## config.mk

```make
export PLATFORM = sky130hd
export DESIGN_NAME = venc1_crc_attach
export DESIGN_NICKNAME = d
export VERILOG_FILES = /design/src/rtl/venc1_crc_attach.sv
export SDC_FILE = /design/constraint.sdc
export NUM_CORES = 1
export LEC_CHECK = 0
export ABC_AREA = 1
export CAP_MARGIN = 20
export CORE_ASPECT_RATIO = 0.9
export CORE_MARGIN = 4
export CORE_UTILIZATION = 30
export DETAILED_ROUTE_END_ITERATION = 7
export MAX_ROUTING_LAYER = met4
export PLACE_DENSITY_LB_ADDON = 0.12
export SLEW_MARGIN = 20
export SYNTH_ARGS = -nofsm -noshare
export SYNTH_HDL_FRONTEND = slang
export SYNTH_SLANG_ARGS = --single-unit
export TNS_END_PERCENT = 100
```

## constraint.sdc

```tcl
create_clock -name clk -period 2.1 [get_ports clk]
set_input_delay 0.63 -clock clk [delete_from_list [all_inputs] [get_ports clk]]
set_output_delay 0.63 -clock clk [all_outputs]
set_load 0.02 [all_outputs]
```

## src/rtl/venc1_crc_attach.sv

```systemverilog
// Serial CRC generator for the venc1 transmit chain: forwards payload bits and
// appends the selected CRC (8/12/16/24) MSB-first behind a single output register.
module venc1_crc_attach (
    input  logic       clk,
    input  logic       rst,
    input  logic [1:0] crc_sel,
    input  logic       in_valid,
    input  logic       in_bit,
    input  logic       in_last,
    output logic       in_ready,
    output logic       out_valid,
    output logic       out_bit,
    output logic       out_last,
    input  logic       out_ready,
    output logic       busy
);

    localparam logic [0:0] ST_DATA = 1'b0;
    localparam logic [0:0] ST_CRC  = 1'b1;

    logic [0:0]  state;
    logic [23:0] crc_reg;
    logic [4:0]  crc_cnt;
    logic [1:0]  sel_q;

    logic        adv;
    logic        xfer;
    logic        last_acc;
    logic        frame_first;
    logic [1:0]  sel_eff;

    function automatic logic [4:0] crc_len(input logic [1:0] sel);
        case (sel)
            2'b00:   crc_len = 5'd8;
            2'b01:   crc_len = 5'd12;
            2'b10:   crc_len = 5'd16;
            default: crc_len = 5'd24;
        endcase
    endfunction

    // Generator polynomial without the implicit D^L term.
    function automatic logic [23:0] crc_poly(input logic [1:0] sel);
        case (sel)
            2'b00:   crc_poly = 24'h00009B;
            2'b01:   crc_poly = 24'h00080F;
            2'b10:   crc_poly = 24'h001021;
            default: crc_poly = 24'h800063;
        endcase
    endfunction

    function automatic logic [23:0] crc_mask(input logic [1:0] sel);
        case (sel)
            2'b00:   crc_mask = 24'h0000FF;
            2'b01:   crc_mask = 24'h000FFF;
            2'b10:   crc_mask = 24'h00FFFF;
            default: crc_mask = 24'hFFFFFF;
        endcase
    endfunction

    function automatic logic crc_msb(input logic [23:0] c, input logic [1:0] sel);
        case (sel)
            2'b00:   crc_msb = c[7];
            2'b01:   crc_msb = c[11];
            2'b10:   crc_msb = c[15];
            default: crc_msb = c[23];
        endcase
    endfunction

    function automatic logic [23:0] crc_step(input logic [23:0] c, input logic b,
                                             input logic [1:0] sel);
        logic fb;
        fb = b ^ crc_msb(c, sel);
        crc_step = ({c[22:0], 1'b0} ^ (fb ? crc_poly(sel) : 24'd0)) & crc_mask(sel);
    endfunction

    assign adv      = !out_valid || out_ready;
    assign in_ready = (state == ST_DATA) && adv;
    assign xfer     = in_valid && in_ready;
    assign last_acc = out_valid && out_ready && out_last;

    // A new frame may start in the very cycle the previous out_last is accepted,
    // while busy is still high.
    assign frame_first = !busy || last_acc;
    assign sel_eff     = frame_first ? crc_sel : sel_q;

    always_ff @(posedge clk) begin
        if (rst) begin
            state     <= ST_DATA;
            crc_reg   <= 24'd0;
            crc_cnt   <= 5'd0;
            out_valid <= 1'b0;
            out_bit   <= 1'b0;
            out_last  <= 1'b0;
            busy      <= 1'b0;
            sel_q     <= 2'b00;
        end else if (adv) begin
            if (state == ST_DATA) begin
                if (xfer) begin
                    out_bit   <= in_bit;
                    out_valid <= 1'b1;
                    out_last  <= 1'b0;
                    busy      <= 1'b1;
                    crc_reg   <= crc_step(crc_reg, in_bit, sel_eff);
                    if (frame_first) begin
                        sel_q <= crc_sel;
                    end
                    if (in_last) begin
                        state   <= ST_CRC;
                        crc_cnt <= crc_len(sel_eff) - 5'd1;
                    end
                end else begin
                    out_valid <= 1'b0;
                    out_last  <= 1'b0;
                    if (last_acc) begin
                        busy <= 1'b0;
                    end
                end
            end else begin
                out_bit   <= crc_msb(crc_reg, sel_q);
                out_valid <= 1'b1;
                out_last  <= (crc_cnt == 5'd0);
                crc_cnt   <= crc_cnt - 5'd1;
                if (crc_cnt == 5'd0) begin
                    state   <= ST_DATA;
                    crc_reg <= 24'd0;
                end else begin
                    crc_reg <= {crc_reg[22:0], 1'b0} & crc_mask(sel_q);
                end
            end
        end
    end

endmodule

```

==> impl_metrics.csv <==
group,metric,value,unit
floorplan,start_util,31.3,%
place,gp_congestion,0.797,
place,dpl.hpwl,3730,um
worst_hold_path,min-delay-start,"crc_reg[6]$_SDFFE_PP0P_",
final_layout,syn_to_final_growth,33.8,%
routing,drc_errors,0,
critical_path,crit_path_top_delay_cell,"clkdlybuf4s50_1",
synthesis,async_flop_share,0,%
synthesis,synth.top_cell.area_share,37.0,%
synthesis,synth-seq-area-share,37.0,%
pwr,p_leak,0.00122,uW
routing,ant_nets,0,
grt,grt_pass1_vias,1818,
final_layout,fillCellCount,686,
grt,antenna_found_initial,0,
critical_path,critPathMaxStageDelay,650,ps
routing,vias,2021,
place,placed_cells,419,
clocking,worst_skew_pair.late_latency,290,ps
critical_path,crit_type,"reg2out",
routing,viasPerCell,4.69,
worst_hold_path,worstHoldPathType,"reg2reg",
critical_path,rrSetupSlack,250,ps
critical_path,worstPathCellList,"clkdlybuf4s50_1",
pwr,p_per_area,761,nW/um2
critical_path,path_buf_inv,1,
final_layout,drive_gt1_share,21.8,%
synthesis,avgSynthCellArea,6.58,um2
final_layout,regArea,721,um2
pwr,ir_worst_vdd,0.264,mV
floorplan,placement_rows,27,
worst_hold_path,holdPathEnd,"crc_reg[6]$_SDFFE_PP0P_",
pwr,p_total,1980,uW
final_layout,instances_no_fill,431,
floorplan,ioPinCount,13,
clocking,htreeDepth,2,
synthesis,synth_ff_type,"dfxtp_1",
routing,dr.pass1.iters,4,
sta,hold_viol_final,0,
synthesis,yosysWarnings,0,
final_layout,diodes,0,
clocking,cts_tree,"yes",
synthesis,syn_area,1950,um2
routing,drt_iter0_markers,91,
synthesis,synth_nets,305,
sta,fin_crit,1990,ps
clocking,clk_pin_slew,70,ps
final_layout,multiInputGateArea,1080,um2
critical_path,end_kind,"primary output",
sta,timing.final.crit_share,95.0,%
critical_path,cpLargestDelayFamily,"buffers and inverters",
grt,grt_pass1_wl,8820,um
place,io_buffers,12,
worst_hold_path,hold_depth,2,
floorplan,die_h,84.5,um
synthesis,synth_most_common_cell,"nand2_1",
clocking,cts_buffer_depth,2,
synthesis,synth_top_area_cell,"dfxtp_1",
synthesis,synth_common_cells,"68 x nand2_1, 50 x inv_1, 36 x dfxtp_1",
synthesis,synth.distinct_cells,28,
run,max_cap_viol_count,0,
sta,setup_viol,0,
routing,post_drt_wl_per_cell,12.4,um
sta,slew_headroom,76.4,%
sta,finClkSkew,9.61,ps
final_layout,final_nets,352,
clocking,root_buffer,"clkbuf_8",
floorplan,die-area,7850,um2
floorplan,core,6220,um2
routing,wirelength,5330,um
final_layout,largest_register_ffs,24,
critical_path,reg2reg_to,"crc_reg[23]$_SDFFE_PP0P_",
synthesis,synth_edf_count,0,
synthesis,synthTopCellsByArea,"dfxtp_1 37%, nand2_1 13%, inv_1 9.6%, nand3_1 7.2%, o21ai_0 7.2%",
final_layout,fin_util,41.9,%
synthesis,synth_seq_cells,36,
grt,grt_use_total,14.3,%
sta,tightest_slew,350,ps
sta,whs,485,ps
clocking,clock_sinks,36,
critical_path,setup.worst_path.start_class,"flop",
grt,grt.overflow.total,0,
critical_path,worstRegToRegCells,12,
sta,final_max_slew_viol_count,0,
clocking,numCtsBuffers,5,
grt,grt_max_degree,18,
critical_path,crit_required,1470,ps
outcome,run_status,"completed",
floorplan,die_w,92.9,um
critical_path,path_max_fanout,7,
critical_path,cp.arrival,1360,ps
synthesis,syn_inst,296,
sta,max_freq,0.501,GHz
critical_path,r2r-start,"out_last$_SDFFE_PP0N_",
worst max path at each step:
| stage | start | cells after the start | endpoint |
|---|---|---|---|
| 5_1_grt | out_ready | 13 | crc_reg[23]$_SDFFE_PP0P_ |
| 3_5_place_dp | out_ready | 4 | in_ready |
| 6_report | busy$_SDFFE_PP0P_ | 1 | busy |
| 2_1_floorplan | out_ready | 8 | crc_reg[13]$_SDFFE_PP0P_ |
| 3_3_place_gp | out_ready | 4 | in_ready |
| 4_1_cts | out_ready | 15 | crc_reg[5]$_SDFFE_PP0P_ |
routing by layer:
| layer | part of all wire [%] | global-route usage (%) | vias up |
|---|---|---|---|
| met1 | 54 | 20.4 | 926 |
| met3 | 3.3 | 2.87 | 9 |
| met2 | 41 | 19.9 | 33 |
| li1 | - | - | 1053 |
| met4 | 1.5 | 4.66 | 0 |
| met5 | 0 | - | - |
cell families after synthesis:
group / share of synthesized area, %
and+or+nand+nor: 29.1
AOI/OAI and AO/OA: 19.5
buffers and inverters: 12.8
DFF: 37.0
xor gates and xnor gates: 0.899
adders and majority gates: 0.642
final cells by class:
cell class                      count  share of cell area (%)
Sequential cell                    36                    27.7
Timing Repair Buffer               49                    15.8
Clock buffer                        6                    3.17
Inverter                           51                    7.35
Tap cell                           87                    4.18
Multi-Input combinational cell    200                    41.5
Clock inverter                      2                   0.384
per-stage QoR:
stage | worst slack [ps] | instance area [um2] | TNS, ps
2_1_floorplan | 37.6 | 1950 | 0
3_3_place_gp | -552 | 2400 | -12350
3_5_place_dp | -548 | 2400 | -12400
4_1_cts | 17.6 | 2510 | 0
5_1_grt | -31.1 | 2610 | -31.1
6_report | 105 | 2610 | 0
power by group:
part	total (uW)	internal [uW]	switching, uW	leakage (uW)
Combinational	653	284	369	0.000879
Clock	525	262	262	0.0000510
Sequential	807	753	54.4	0.000295
layout by cell type, fill, tap and decap left out, types with 2 or more instances in the layout:
cell,n
nand2_1,64
inv_1,50
dfxtp_1,36
buf_4,36
nand3_1,26
o21ai_0,26
a21oi_1,22
nor2_1,11
clkdlybuf4s50_1,8
o211ai_1,7
nand2_2,6
clkbuf_8,6
o22ai_1,5
nand2_4,4
nor2_2,4
a21oi_2,3
nand3_4,3
nand3_2,3
o21ai_1,3
or2_2,2
nand4_1,2
xor2_1,2
clkinv_2,2
dlymetal6s2s_1,2
repair_timing:
item,in CTS,in global routing
pin swaps,0,9
cloned,0,2
gates resized for setup,8,19
endpoints found under the setup margin,24,19
buffers inserted,0,2
hold buffers,0,0
No activity file was read; power rests on OpenSTA's default activity.
==> patch: new RTL, same flow settings <==
Reset style: asynchronous (`rst`), changed in one clocked block.
--- a/src/rtl/venc1_crc_attach.sv
+++ b/src/rtl/venc1_crc_attach.sv
@@ -83,7 +83,7 @@
     assign frame_first = !busy || last_acc;
     assign sel_eff     = frame_first ? crc_sel : sel_q;
 
-    always_ff @(posedge clk) begin
+    always_ff @(posedge clk or posedge rst) begin
         if (rst) begin
             state     <= ST_DATA;
             crc_reg   <= 24'd0;
Function: differs if rst is asserted again (counterexample within 4 cycles, from zero or initial values and one cycle with rst high); with rst held inactive, the same outputs for 4 cycles.
==> patch against the original RTL <==
Synthesized area increased by 3.4%. Sequential cell count unchanged. Global-route usage increased by 0.40 points. Worst setup slack got worse by 0.0060 ns. Utilization decreased by 0.96 points. Cell area increased by 3.0%. Final cell count decreased by 9.3%. Critical path depth unchanged. Routed wire length decreased by 4.0%.
Power is not compared: it rests on default switching activity, and its combinational part moved more than twofold at a synthesized area within 25%.
==> patch: results (changes against the original RTL) <==
OUTCOME
-----------------------------------------------------------------------------------------
Result of the run .......................................................... finished, final reports clean

WORST SETUP PATH
-----------------------------------------------------------------------------------------
Worst reg2reg path startpoint ..............................................    out_valid
Highest cell delay on the worst timing path ................................      0.63 ns   -0.02 ns
Worst setup slack for register-to-register paths ...........................      0.32 ns   +0.07 ns
Crit path from .............................................................         busy
End of the worst register-to-register path .................................   crc_reg[4]
CP max FO ..................................................................            6   -1

GLOBAL ROUTING
-----------------------------------------------------------------------------------------
Met2 track utilization from global routing .................................        21.4%   +1.4 points
Pin count of the biggest net entering global routing .......................           37   +19
Overall track demand over capacity in global routing .......................        14.7%   +0.40 points
Met1 usage .................................................................        20.7%   +0.34 points
First-pass GRT wire length .................................................      8970 um   +1.7%
Met3 GRT Util ..............................................................        2.98%   +0.12 points

DRT
-----------------------------------------------------------------------------------------
Routed length on met3 ......................................................       170 um   -3.4%
Initial DRC Count ..........................................................           97   +6.6%
Via density ................................................................         4.68   -0.30%
Met2 layer wire length in the routed design ................................      2290 um   +3.7%

PLACED DESIGN
-----------------------------------------------------------------------------------------
Worst slack at placement ...................................................    -0.461 ns   +0.0864 ns

MIN PATH
-----------------------------------------------------------------------------------------
Hold worst-path end ........................................................  crc_reg[21]
Launch instance of the worst min-delay path ................................  crc_reg[21]

STA
-----------------------------------------------------------------------------------------
Maximum clock skew at final layout .........................................   0.00329 ns   -0.00632 ns
Maximum clock rate .........................................................      500 MHz   -0.30%

FINAL LAYOUT
-----------------------------------------------------------------------------------------
Filler Cells Inserted ......................................................          688   +0.29%
Share of cells above drive strength 1 ......................................        23.9%   +2.1 points

SYNTH
-----------------------------------------------------------------------------------------
Proportion of register bits with asynchronous set or reset after synthesis .         100%   +100 points
Sequential area share after synthesis ......................................        44.7%   +7.7 points

patch: cell count changes after synthesis, sizes merged, moves of 2 or more:
cell | before | now
buf | 5 | 1
nand2 | 73 | 84
inv | 51 | 32
dfxtp | 36 | 0
dfrtp | 0 | 36
nand3 | 32 | 40
o21ai | 29 | 17
o211ai | 7 | 2
or2 | 2 | 0
a21oi | 25 | 6
o22ai | 5 | 7
patch: kinds of logic (layout without fill, tap and decap cells):
family	count (synthesis)	count (layout)	share of synthesized area [%]
and+or+nand+nor	144	144	33.6
xor gates and xnor gates	3	3	1.30
buffers and inverters	38	81	8.45
AOI/OAI and AO/OA	36	36	11.3
DFF	36	36	44.7
adders and majority gates	1	1	0.621
patch: cell type report:
class	count	area [um^2]	area share, %
Clock buffer	6	72.6	2.70
Timing Repair Buffer	42	365	13.6
Clock inverter	1	5.00	0.186
Sequential cell	36	902	33.6
Multi-Input combinational cell	184	1100	40.9
Tap cell	90	113	4.20
Inverter	32	128	4.76
patch: per-stage QoR:
step | hold slack [ns] | std cells | cell area, um^2 | TNS [ns]
6_report | 0.480 | 391 | 2680 | 0
5_1_grt | 0.495 | 391 | 2680 | 0
4_1_cts | 0.485 | 389 | 2630 | 0
3_5_place_dp | 0.466 | 378 | 2390 | -9.88
3_3_place_gp | 0.462 | 378 | 2390 | -9.36
2_1_floorplan | 0.450 | 258 | 2010 | 0
patch: power breakdown:
group	total, mW	internal, mW	switching, mW
Combinational	2.06	0.839	1.22
Clock	0.470	0.226	0.245
Sequential	1.06	0.889	0.169
patch: what timing repair did:
action | in CTS | in global routing
setup endpoints to repair | 21 | 19
setup buffers | 4 | 2
resized for setup | 27 | 10
pin swaps | 10 | 12
hold endpoints to repair | 0 | 0
